## config.mk

```make
export PLATFORM = sky130hd
export DESIGN_NAME = conversor_bcd_produto
export DESIGN_NICKNAME = d
export VERILOG_FILES = /design/src/rtl/conversor_bcd_produto.sv
export SDC_FILE = /design/constraint.sdc
export NUM_CORES = 1
export LEC_CHECK = 0
export ABC_AREA = 1
export BUFFER_PORTS_ARGS = -buffer_cell sky130_fd_sc_hd__buf_2
export CORE_MARGIN = 2
export CORE_UTILIZATION = 46
export CTS_CLUSTER_SIZE = 20
export DETAILED_ROUTE_END_ITERATION = 10
export GPL_TIMING_DRIVEN = 1
export PLACE_DENSITY = 0.66
export REMOVE_ABC_BUFFERS = 1
export SLEW_MARGIN = 5
export SYNTH_ARGS = -nofsm -noshare
export SYNTH_HDL_FRONTEND = slang
export SYNTH_SLANG_ARGS = --single-unit
```

## constraint.sdc

```tcl
create_clock -name clk -period 1.4 [get_ports clk]
set_input_delay 0.21 -clock clk [delete_from_list [all_inputs] [get_ports clk]]
set_output_delay 0.21 -clock clk [all_outputs]
set_load 0.05 [all_outputs]
```

## src/rtl/conversor_bcd_produto.sv

```systemverilog
// -----------------------------------------------------------------------------
// conversor_bcd_produto
//
// Sequential binary-to-BCD converter (shift-and-add-3, "double dabble").
// Takes the 8-bit product of the 4x4 array multiplier and produces three
// BCD digits (hundreds, tens, units) for the display stage.
//
// One conversion is 1 accept edge + 8 SHIFT cycles + 1 DONE cycle:
//   - start sampled high in IDLE at the edge ending cycle N
//   - busy = 1 in cycles N+1 .. N+8
//   - done = 1 and new digits visible in cycle N+9
//   - IDLE again in cycle N+10 (one conversion per 10 cycles)
// The digit outputs hold their last value between conversions, so the
// display can read them at any time.
//
// Ports:
//   clk    in   1  rising-edge system clock
//   reset  in   1  synchronous, active-high reset (priority over start)
//   start  in   1  conversion request, only looked at in IDLE
//   bin    in   8  unsigned value to convert, captured on the accepting edge
//   busy   out  1  high while the 8 shift steps are running
//   done   out  1  one-cycle pulse, digits updated in this same cycle
//   bcd_c  out  4  hundreds digit (0..2)
//   bcd_d  out  4  tens digit     (0..9)
//   bcd_u  out  4  units digit    (0..9)
// -----------------------------------------------------------------------------
module conversor_bcd_produto (
   input  logic       clk,
   input  logic       reset,
   input  logic       start,
   input  logic [7:0] bin,
   output logic       busy,
   output logic       done,
   output logic [3:0] bcd_c,
   output logic [3:0] bcd_d,
   output logic [3:0] bcd_u
);

   typedef enum logic [1:0] {
      ST_IDLE  = 2'd0,
      ST_SHIFT = 2'd1,
      ST_DONE  = 2'd2
   } state_t;

   // Number of shift steps equals the input width; the counter wraps to 0
   // on the last step, so it is naturally ready for the next conversion.
   localparam logic [2:0] LAST_SHIFT = 3'd7;

   // ---------------------------------------------------------------------------
   // State
   // ---------------------------------------------------------------------------
   state_t      state_q, state_d;
   // Layout: [19:16] hundreds, [15:12] tens, [11:8] units, [7:0] binary input.
   logic [19:0] sr_q, sr_d;
   logic [2:0]  cnt_q, cnt_d;
   logic [3:0]  bcd_c_q, bcd_c_d;
   logic [3:0]  bcd_d_q, bcd_d_d;
   logic [3:0]  bcd_u_q, bcd_u_d;
   logic        busy_q, busy_d;
   logic        done_q, done_d;

   // ---------------------------------------------------------------------------
   // Datapath: one double-dabble step
   // ---------------------------------------------------------------------------
   // A nibble of 5..9 becomes 8..12, so the following left shift carries a
   // decimal ten into the next nibble. Nibbles never exceed 9 before the
   // adjust, so the 4-bit add cannot overflow.
   function automatic logic [3:0] add3(input logic [3:0] n);
      return (n >= 4'd5) ? (n + 4'd3) : n;
   endfunction

   logic [19:0] sr_adj;
   logic [19:0] sr_shift;

   // All three nibble checks look at the pre-shift register, in parallel.
   assign sr_adj = {add3(sr_q[19:16]),
                    add3(sr_q[15:12]),
                    add3(sr_q[11:8]),
                    sr_q[7:0]};

   // The hundreds nibble stays <= 2, so nothing meaningful leaves bit 19.
   assign sr_shift = sr_adj << 1;

   // ---------------------------------------------------------------------------
   // Next-state and output logic
   // ---------------------------------------------------------------------------
   // NOTE: every variable gets a default at the top of the block so that no
   // path through the case leaves it unassigned; otherwise a latch is inferred.
   always_comb begin
      state_d = state_q;
      sr_d    = sr_q;
      cnt_d   = cnt_q;
      bcd_c_d = bcd_c_q;
      bcd_d_d = bcd_d_q;
      bcd_u_d = bcd_u_q;

      unique case (state_q)
         ST_IDLE: begin
            if (start) begin
               sr_d    = {12'd0, bin};
               cnt_d   = 3'd0;
               state_d = ST_SHIFT;
            end
         end

         ST_SHIFT: begin
            sr_d  = sr_shift;
            cnt_d = cnt_q + 3'd1;
            if (cnt_q == LAST_SHIFT) begin
               // Digits are taken from the value after the 8th shift, so
               // they land in the output registers exactly for DONE.
               bcd_c_d = sr_shift[19:16];
               bcd_d_d = sr_shift[15:12];
               bcd_u_d = sr_shift[11:8];
               state_d = ST_DONE;
            end
         end

         ST_DONE: begin
            // start is ignored here; the next request is seen in IDLE.
            state_d = ST_IDLE;
         end

         default: begin
            state_d = ST_IDLE;
         end
      endcase
   end

   // busy/done are decoded from the next state and registered, so they line
   // up with the state they describe and have no path from the inputs.
   always_comb begin
      busy_d = (state_d == ST_SHIFT);
      done_d = (state_d == ST_DONE);
   end

   // ---------------------------------------------------------------------------
   // Registers
   // ---------------------------------------------------------------------------
   // NOTE: sequential state uses non-blocking assignments so every flop
   // samples the pre-edge values, independent of statement order.
   always_ff @(posedge clk) begin
      if (reset) begin
         // Aborts any conversion in progress without a done pulse.
         state_q <= ST_IDLE;
         sr_q    <= 20'd0;
         cnt_q   <= 3'd0;
         bcd_c_q <= 4'd0;
         bcd_d_q <= 4'd0;
         bcd_u_q <= 4'd0;
         busy_q  <= 1'b0;
         done_q  <= 1'b0;
      end else begin
         state_q <= state_d;
         sr_q    <= sr_d;
         cnt_q   <= cnt_d;
         bcd_c_q <= bcd_c_d;
         bcd_d_q <= bcd_d_d;
         bcd_u_q <= bcd_u_d;
         busy_q  <= busy_d;
         done_q  <= done_d;
      end
   end

   // ---------------------------------------------------------------------------
   // Outputs
   // ---------------------------------------------------------------------------
   assign busy  = busy_q;
   assign done  = done_q;
   assign bcd_c = bcd_c_q;
   assign bcd_d = bcd_d_q;
   assign bcd_u = bcd_u_q;

endmodule

```

==> results summary <==
The run finished with clean final reports. The die covers 4600 sq um. The shortest clock period the worst path allows after layout came out at 1350 ps. 25 I/O pins were placed. The final total power is 2.33 mW. The layout-stage area growth over the synthesis result is 19.9%.

Buffers placed on the I/O ports in this run total 24. Summing all placed instances gives a cell area of 2060 sq um. The post-DP HPWL came out at 2680 um. The biggest fanout along the worst timing path came out at 8.

TritonCTS built the clock tree. The final critical-path share of the clock period is 96.5%. Setup repair after global routing could not meet its margin everywhere.

The clock insertion delay at the later pin of the skew report is 290 ps. The core region area came out at 3970 sq um. The standby leakage power came out at 1.09 nW. The initial antenna violation count is 0.

The power density over cell area is 1040 nW/um^2. The total count of hold-check failures in the final report came out at 0. The count of max-cap constraint violations came out at 0. Of the total power, combinational logic draws 8.4%.

The average wire per cell in the routed design came out at 11.6 um. The total setup violations reported at the end of the flow is 0. The number of diodes added for antenna fixing is 0.

The type of destination of the critical path is a register. STA classifies the critical path startpoint as a register. Tracing the worst setup path back leads to its startpoint at cnt_q[1]. The number of buffers created by CTS is 5. The detail route stage leaves a number of antenna-violating nets equal to 0. The placement row count came out at 23. The via count of the first global-routing pass is 1470. At the end of routability-driven placement, the weighted congestion stood at 0.825. The highest ir drop seen on vdd came out at 0.485 mV. The first global-routing pass estimated 6470 um of wire.

The total routing usage reported by global routing is 18.9%. By instance count, the cell type seen most on the critical path is ha_4. The sequential share of power came out at 49.6%. Measured in cells, the most critical reg-to-reg path has a length of 8. The signal arrival time at the worst endpoint came out at 1600 ps. The setup slack of the most critical reg-to-reg path is 50 ps. The post-placement cell count came out at 333. The number of DRC violations after detailed routing came out at 0. The number of H-tree levels is 2. The die span in x came out at 67.9 um. The startpoint of the lowest-slack register-to-register path is cnt_q[1]. The fill cell total of the finished layout came out at 381. Internal power comes to 1.78 mW.

Hold repair after CTS inserted 0 buffers. In the final timing run, aggregate negative setup slack is 0 ps. The switching part of the total power is 23.5%. Clock skew on the completed layout was measured at 4.28 ps.

The final global-route overflow total is 0. The number of detailed-route iterations in the first pass came out at 4. The min-delay analysis places its worst path in the category in -> reg. The netlist area before placement came out at 1880 sq um. On the worst path, the slowest cell contributes a delay of 360 ps.

The root buffer cell is clkbuf_8. In this run the critical register-to-register path is captured at bcd_d[2]. The vias per cell came out at 4.93. The pin count of the biggest net entering global routing is 28. The largest individual stage delay along the critical path comes from the cell dfxtp_2. The measured slew at the worst slew-check pin is 388 ps. The fraction of layout cells with a size suffix above 1 came out at 22.9%. The register clock-pin slew on the reported worst setup and hold paths is 80 ps.

The overall via count from detail_route is 1685. The number of max-slew violations in the final report came out at 0. The maximum buffer depth of the clock tree is 2. The switching power is 0.547 mW. The data required time at the worst endpoint came out at 1650 ps. The number of buffers inserted to repair setup after CTS is 0. The post-route core utilization is 56.6%. After synthesis, flip-flops and latches occupy 41.6% of the total area.

The clock sink total came out at 39. The clock network fraction of design power came out at 42.0%. The worst relative slew slack came out at 74.1%. The post-synthesis area per instance came out at 7.27 sq um. The count of state elements after synthesis is 39. The post-route cell area is 2250 sq um. The number of distinct library cell variants in the gate-level netlist after synthesis is 25. Based on the critical path, the design can be clocked at up to 740 MHz. The count of routing violations after the opening detailed-route iteration came out at 97. The total routed wirelength came out at 3960 um.

The initial standard-cell utilization of the core is 47.2%. Counting every instance in the synthesized netlist gives 258. The chip height is 67.9 um. The worst setup path is of the reg -> reg kind. Leaving out filler cells and counting taps, the final layout contains 342. The critical path endpoint is bcd_d[2]. Walking the worst path, the cells encountered are ha_4 > ha_4 > nand2_4 > nor2_4 > buf_6 > o21ai_1 > a21o_1 > inv_1.

The synthesis warning total came out at 0. After the last flow step, the layout net total stands at 310.
## registers in the layout, indices dropped and copies added (netlist names)
signal	cells
busy	1
bcd_d	4
state_q	2
cnt_q	3
bcd_u	4
bcd_c	4
sr_q	20
done	1
## what timing repair did
item                                    4_1_cts  5_1_grt
hold endpoints to repair                      0        0
pin swaps                                     0        5
cloned                                        0        1
resized for setup                             1       18
endpoints found under the setup margin        2       14
## worst min path at each step
stage          slack, ps       end  depth (start not counted)     start
3_3_place_gp         450  cnt_q[0]                          1  cnt_q[0]
4_1_cts              180   sr_q[0]                          3    bin[0]
2_1_floorplan        270   sr_q[3]                          1     reset
6_report             180   sr_q[0]                          3    bin[0]
3_5_place_dp         450  sr_q[19]                          2  sr_q[19]
5_1_grt              190   sr_q[0]                          3    bin[0]
## stage by stage
stage          hold slack, ps  setup WS (ps)
2_1_floorplan             272           -128
3_3_place_gp              446           59.5
3_5_place_dp              451           9.92
4_1_cts                   177          0.986
5_1_grt                   190          -29.4
6_report                  175           48.6
## cell usage in the layout, fill, tap and decap left out
cell type and n:
a21o_1 5, a21oi_1 23, a21oi_2 2, buf_2 25
buf_4 9, buf_6 2, bufinv_16 1, clkbuf_8 6
clkinv_2 1, dfxtp_1 34, dfxtp_2 5, ha_1 6
ha_4 2, inv_1 24, inv_2 2, inv_6 1
nand2_1 86, nand2_2 2, nand2_4 2, nand3_1 16
nand3_2 2, nand4_1 6, nor2_1 12, nor2_2 2
nor2_4 2, nor2_8 1, o21ai_0 5, o21ai_1 6
o21bai_1 2
## power by group through the flow
stage	clock, mW	combinational, mW	sequential [mW]
detailed placement	0	0.194	1.18
global placement	0	0.194	1.18
CTS	1.00	0.194	1.15
floorplan	0	0.108	1.18
finish	0.978	0.195	1.16
global route	1.06	0.219	1.16
## worst max-delay path, delay by kind of cell, from the launching register on
kind	cells	cell delay (ps)
and+or+nand+nor	2	240
AOI/OAI and AO/OA	2	230
DFF	1	360
buffers and inverters	2	190
adders and majority gates	2	270
## synth_stat cells
cell      instances  area, sq um
nand3_1          18         90.1
inv_1            24         90.1
buf_2             2         10.0
inv_6             1         8.76
buf_12            1         20.0
inv_2             2         7.51
a21o_1            5         37.5
nand2_2           1         6.26
nor2_2            1         6.26
a21oi_2           2         17.5
buf_6             2         22.5
o21ai_0           5         25.0
nor2_8            1         20.0
ha_1              8          100
nand2_4           1         11.3
o21ai_1           6         30.0
clkbuf_1          2         7.51
buf_4             3         22.5
nand2_1          88          330
dfxtp_1          39          781
nor2_1           14         52.6
nand4_1           6         37.5
o21bai_1          2         15.0
a21oi_1          23          115
nor2_4            1         11.3
## per-layer routing
metal	track usage [%]	wire, um
met1	23.3	1920
met2	30.8	1830
met3	6.41	160
met4	6.50	49
met5	0	0
## cell type report
class | count | area (sq um) | share of cell area, %
Clock inverter | 2 | 35.0 | 1.56
Sequential cell | 39 | 787 | 35.0
Multi-Input combinational cell | 182 | 961 | 42.7
Inverter | 27 | 106 | 4.73
Clock buffer | 6 | 82.6 | 3.67
Timing Repair Buffer | 36 | 215 | 9.57
Tap cell | 50 | 62.6 | 2.78
## cells by family after synthesis
family / synth area share (%)
buffers and inverters: 10.1
AOI/OAI and AO/OA: 12.8
adders and majority gates: 5.34
and+or+nand+nor: 30.2
DFF: 41.6
No activity file was read; power rests on OpenSTA's default activity.
